## src/rtl/expr_emitter.sv

```systemverilog
// expr_emitter: serialises buffered digit/operator tokens into an ASCII expression stream
module expr_emitter #(
  parameter int DEPTH = 4
) (
  input  logic       clk,
  input  logic       clr,
  input  logic       tok_valid,
  output logic       tok_ready,
  input  logic [3:0] tok_digit,
  input  logic       tok_op,
  input  logic       tok_last,
  output logic [7:0] out,
  output logic       out_valid,
  output logic       done,
  output logic [7:0] char_cnt,
  output logic       err
);
  localparam int AW = $clog2(DEPTH);
  localparam logic [AW:0] FULL = (AW+1)'(DEPTH);
  typedef enum logic [1:0] {IDLE, DIG, OP} state_t;
  state_t      state = IDLE;
  logic [5:0]  mem [DEPTH] = '{default: '0};
  logic [AW-1:0] wr_ptr = '0;
  logic [AW-1:0] rd_ptr = '0;
  logic [AW:0] count = '0;
  logic        op_l = 1'b0;
  logic        ready_r = 1'b1;
  logic [7:0]  out_r = 8'h00;
  logic        valid_r = 1'b0;
  logic        done_r = 1'b0;
  logic [7:0]  cnt_r = 8'h00;
  logic        err_r = 1'b0;
  logic        hs, push, pop;
  logic [5:0]  head;
  logic [AW:0] count_next;
  logic [7:0]  cnt_inc;
  assign hs = tok_valid && ready_r;
  assign push = hs && tok_digit <= 4'd9;
  assign pop = state != OP && count != '0;
  assign head = mem[rd_ptr];
  assign count_next = count + {{AW{1'b0}}, push} - {{AW{1'b0}}, pop};
  assign cnt_inc = cnt_r + {7'd0, cnt_r != 8'hFF};
  assign tok_ready = ready_r;
  assign out = out_r;
  assign out_valid = valid_r;
  assign done = done_r;
  assign char_cnt = cnt_r;
  assign err = err_r;
  // token storage; head slot is never read in the same edge it is written
  always_ff @(posedge clk)
    if (push) mem[wr_ptr] <= {tok_digit, tok_op, tok_last};
  // FIFO pointers, occupancy, registered ready and sticky illegal-digit flag
  always_ff @(posedge clk or posedge clr)
    if (clr) begin
      wr_ptr <= '0;
      rd_ptr <= '0;
      count <= '0;
      ready_r <= 1'b1;
      err_r <= 1'b0;
    end else begin
      if (push) wr_ptr <= wr_ptr + 1'b1;
      if (pop) rd_ptr <= rd_ptr + 1'b1;
      count <= count_next;
      ready_r <= count_next < FULL;
      if (hs && tok_digit > 4'd9) err_r <= 1'b1;
    end
  // emitter FSM: digit from the FIFO head, then the latched operator
  always_ff @(posedge clk or posedge clr)
    if (clr) begin
      state <= IDLE;
      out_r <= 8'h00;
      valid_r <= 1'b0;
      done_r <= 1'b0;
      cnt_r <= 8'h00;
      op_l <= 1'b0;
    end else if (pop) begin
      out_r <= 8'h30 + {4'h0, head[5:2]};
      valid_r <= 1'b1;
      done_r <= head[0];
      op_l <= head[1];
      cnt_r <= state == IDLE ? 8'd1 : cnt_inc;
      state <= head[0] ? IDLE : OP;
    end else if (state == OP) begin
      out_r <= op_l ? 8'h2A : 8'h2B;
      valid_r <= 1'b1;
      done_r <= 1'b0;
      cnt_r <= cnt_inc;
      state <= DIG;
    end else begin
      out_r <= 8'h00;
      valid_r <= 1'b0;
      done_r <= 1'b0;
    end
endmodule

```

## config.mk

```make
export PLATFORM = sky130hd
export DESIGN_NAME = expr_emitter
export DESIGN_NICKNAME = d
export VERILOG_FILES = /design/src/rtl/expr_emitter.sv
export SDC_FILE = /design/constraint.sdc
export NUM_CORES = 1
export LEC_CHECK = 0
export CAP_MARGIN = 20
export CORE_MARGIN = 2
export CORE_UTILIZATION = 50
export CTS_BUF_LIST = sky130_fd_sc_hd__clkbuf_4
export DETAILED_ROUTE_END_ITERATION = 6
export PLACE_DENSITY = 0.75
export RECOVER_POWER = 50
export SETUP_SLACK_MARGIN = 0.15
export SLEW_MARGIN = 20
export SYNTH_ARGS = -nofsm -noshare
export SYNTH_HDL_FRONTEND = slang
export SYNTH_SLANG_ARGS = --single-unit
```

## constraint.sdc

```tcl
create_clock -name clk -period 4.66 [get_ports clk]
set_input_delay 1.165 -clock clk [delete_from_list [all_inputs] [get_ports clk]]
set_output_delay 1.165 -clock clk [all_outputs]
set_load 0.03 [all_outputs]
```

## Yosys cells after proc, flatten, opt, wreduce, memory -nomap -nowiden

Memories as Yosys holds them, arrays and structs flattened.
Index checks and enable logic that the tools add are counted.

- Add/subtract/negate cells: 6
- Magnitude comparators: 3
- Equal/unequal tests: 3
- Multiplexer cells: 14
- Reductions and logical operators: 7

Operators with widths:

| operator | number |
|---|---|
| $mux W8 | 3 |
| $add A8 B1 Y8 | 1 |
| $ne A8 B8 Y1 const B | 1 |
| $add A6 B4 Y7 const A | 1 |
| $mux W7 | 1 |
| $mux W1 | 6 |
| $mux W2 | 3 |
| $mux W6 | 1 |
| $add A2 B1 Y2 const B | 2 |
| $gt A4 B4 Y1 const B | 1 |
| $le A4 B4 Y1 const B | 1 |
| $logic_and A1 B1 Y1 | 4 |
| $add A3 B1 Y3 | 1 |
| $lt A3 B3 Y1 const B | 1 |
| $reduce_bool A3 Y1 | 1 |
| $sub A3 B1 Y3 | 1 |
| $eq A2 B2 Y1 const B | 1 |
| $logic_not A2 Y1 | 1 |
| $ne A2 B2 Y1 const B | 1 |
| $reduce_bool A2 Y1 | 1 |

- Flip-flop bits (word level): 30
- RAM bits: 24
- Bits of input ports: 9
- Output and inout bits: 20
- Logic and storage cells: 45
- Memories: 1

Memories:

| name | words | width | read ports | clocked after memory_dff | wr ports | line | text |
|---|---|---|---|---|---|---|---|
| mem | 4 | 6 | 1 | 0 | 1 | 22 | `logic [5:0] mem [DEPTH] = '{default: '0};` |

## Longest topological paths before layout

- Depth in word-level cells: 5
- Gate-level depth with buffers: 11

## Worst setup path after synthesis

No wires, ideal clock.

- Path kind: input to register
- From: input port tok_digit[1]
- To: register count[2]
- Setup time: 121 ps
- Data arrival time: 2997 ps
- Data required time: 4539 ps
- Slack: 1542 ps
- Cell stages on the path: 11
- Cell sequence: o21ai_0 nor2b_1 inv_1 ha_1 inv_1 ha_1 inv_1 fa_1 xnor2_1 xor2_1 inv_1

- Cells in the longest elaborated chain, start to end: 4

RTL lines:

| item | line | text |
|---|---|---|
| from (decl) | 9 | `input logic [3:0] tok_digit,` |
| $le A4 B4 Y1 | 38 | `assign push = hs && tok_digit <= 4'd9;` |
| $logic_and A1 B1 Y1 | 38 |  |
| $add A3 B1 Y3 | 41 | `assign count_next = count + {{AW{1'b0}}, push} - {{AW{1'b0}}, pop};` |
| $sub A3 B1 Y3 | 41 |  |
| via count_next[2] | 35 | `logic [AW:0] count_next;` |
| to (signal assigned) | 63 | `count <= count_next;` |
| to (decl) | 25 | `logic [AW:0] count = '0;` |

The timed path passes the listed nets, and every way through them passes these cells.
A chain may end at the register's enable or synchronous reset.

## Worst setup path in the final report

Ends and elaborated chain as after synthesis.

==> flow_summary.yaml <==
floorplan:
  coreArea_um2: 4320
  die-width_um: 71.0
  io-pin-count: 29
  floorplan.rows: 24
  die_area_um2: 5040
  start_util_pct: 51.9
  die_y_um: 71.0
placement:
  place_inst: 222
  place_ws_ps: 786
  place_congestion: 0.794
  port-buffer-count: 26
  dp_hpwl_um: 2640
hold_path:
  hold_end: "out[0]"
  holdPathStages: 1
  hp-class: "flip-flop to flip-flop"
  worstHoldStart: "op_l"
setup_path:
  critPathMostFrequentCell: "inv_1"
  critPathMaxFanout: 7
  r2r_slack_ps: 1770
  critPathRequiredTime_ps: 4930
  worstSetupEndpointType: "flip-flop"
  r2r_end: "count[2]"
  arrival_ps: 3880
  cp-start-kind: "input port"
  setup.worst_path.class: "input port to flip-flop"
  crit_chain: "dlygate4sd3_1 -> o21ai_0 -> nor2b_1 -> inv_1 -> ha_1 -> inv_1 -> ha_1 -> inv_1 -> fa_1 -> xnor2_1 -> xor2_1 -> inv_1"
  reg2regPathDepth: 10
  r2r-start: "count[1]"
  slowest_stage: "dlygate4sd3_1"
  max_stage_delay_ps: 600
routing:
  firstDrtPassIters: 4
  viasPerCell: 5.56
  ant_nets: 0
  detail_route.wl_per_cell_um: 16.0
  remaining_drc_errors: 0
  dr_total_vias: 1279
  wl_um: 3680
  first_iter_violations: 71
sta:
  max_freq_mhz: 277
  rsz0062_at_grt: "false"
  setup_ws_ps: 1050
  clock-skew-final_ps: 7.03
  hold_viol: 0
  fin_crit_sh_pct: 77.5
  tns_ps: 0
  relSlewSlack_pct: 31.4
  worst_pin_slew_ps: 1030
  slew_viol_final: 0
  period_needed_ps: 3610
  hold_slack_ps: 505
  finalSetupViolCount: 0
power_and_ir_drop:
  peakVddDrop_mv: 0.365
  power_uw: 1560
  leakagePower_uw: 0.000966
  power_density_nw_per_um2: 610
finish:
  drive_gt1_share_pct: 12.9
  area_growth_syn_to_layout_pct: 13.8
  nets: 195
  instances_no_fill: 230
  layout_commonest_cell: "dfrtp_1"
  mostFrequentLayoutCells: "dfrtp_1 (26), edfxtp_1 (24), clkdlybuf4s50_1 (19)"
  diodes: 0
clock_tree:
  clk_path_buf_depth: 2
  root_buffer: "clkbuf_4"
  clk_pin_slew_worst_paths_ps: 140
  numCtsBuffers: 5
  clock_latency_ps: 370
  cts_hold_buf: 0
  cts_resized: 0
  cts_tree: "done"
  htreeDepth: 2
  clkSinkCount: 51
  postCtsSetupBuffers: 0
grt:
  grt_overflow: 0
  grt_pass1_vias: 1293
  grt_usage_pct: 16.9
  grt_pass1_wl_um: 6400
  grt_max_degree: 28
  antenna_found_initial: 0
yosys:
  yosysUniqueCellTypes: 39
  synthTopCellsByArea: "edfxtp_1 (32%), dfrtp_1 (29%), mux4_2 (6.0%)"
  ys_ff_latch: 51
  yosysTopAreaCellShare_pct: 32.1
  avgSynthCellArea_um2: 14.7
  synth-seq-area-share_pct: 62.3
  ys_warn_count: 0
  yosys.area.top_type: "edfxtp_1"
  synth_area_um2: 2240
  syn-instance-count: 153
outcome:
  status: "finished clean"
job:
  cap_violations: 0
==> metal layers <==
metal	up-vias	track usage [%]	wire length (um)
met4	0	5.66	48
met5	-	0	0
met2	29	28.3	1950
li1	603	-	-
met3	6	4.70	162
met1	641	21.3	1520
==> flip-flops by register name, indices dropped and copies added (netlist names) <==
signal	flops
count	3
state	2
out_valid	1
mem	24
char_cnt	8
wr_ptr	2
tok_ready	1
op_l	1
rd_ptr	2
out	5
done	1
err	1
==> per-stage QoR <==
step           utilization (%)  instance area (um2)
2_1_floorplan                -                 2250
4_1_cts                   59.1                 2550
3_5_place_dp              57.9                 2500
5_1_grt                   59.0                 2550
3_3_place_gp              57.9                 2500
6_report                  59.0                 2550
==> kinds of logic (layout without fill, tap and decap cells) <==
kind of cell | Yosys count | in the layout | synth area share, %
AOI/OAI and AO/OA | 27 | 27 | 8.48
muxes | 14 | 14 | 9.71
and+or+nand+nor | 27 | 27 | 7.42
other | 1 | 2 | 0.167
buffers and inverters | 19 | 43 | 4.58
adders and majority gates | 9 | 9 | 5.36
xor gates and xnor gates | 5 | 5 | 1.95
DFF | 51 | 51 | 62.3
==> cell usage after synthesis, drive strengths merged <==
cell and n:
and2b 1, a21oi 2, and2 4, nand4 2, nand2 3, o31ai 1
conb 1, mux2 2, nand2b 1, fa 1, and3 3, xor2 2
or3 1, mux4 6, nor2b 2, clkbuf 3, nand3 5, edfxtp 24
xnor2 3, o2bb2ai 1, buf 7, or2 2, o2111ai 1, a21o 2
ha 8, a211o 1, a211oi 4, mux2i 6, o21bai 7, o21ai 8
dfrtp 26, nor2 2, inv 9, nor3 1, dfstp 1
==> area by class of cell <==
cell class | instances | area, um2
Clock buffer | 5 | 37.5
Clock inverter | 3 | 15.0
Fill cell | 361 | 1770
Inverter | 9 | 33.8
Multi-Input combinational cell | 84 | 743
Sequential cell | 51 | 1400
Tap cell | 52 | 65.1
Timing Repair Buffer | 26 | 260
==> where the power goes <==
group          switching [uW]  internal, uW
Clock                     133          55.5
Combinational             366           302
Sequential                106           595
==> how the worst max path moves through the flow <==
stage                 start  endpoint  slack (ps)
2_1_floorplan  tok_digit[1]  count[2]        1540
3_3_place_gp   tok_digit[1]  count[2]         910
3_5_place_dp   tok_digit[1]  count[2]         790
4_1_cts        tok_digit[1]  count[2]        1140
5_1_grt        tok_digit[1]  count[2]         870
6_report       tok_digit[1]  count[2]        1050
==> critical path: cells and delay by family <==
family | cells | cell delay, ps
and+or+nand+nor | 1 | 420
buffers and inverters | 5 | 840
adders and majority gates | 3 | 790
xor gates and xnor gates | 2 | 370
AOI/OAI and AO/OA | 1 | 280
Power figures use the tool's default switching activity.
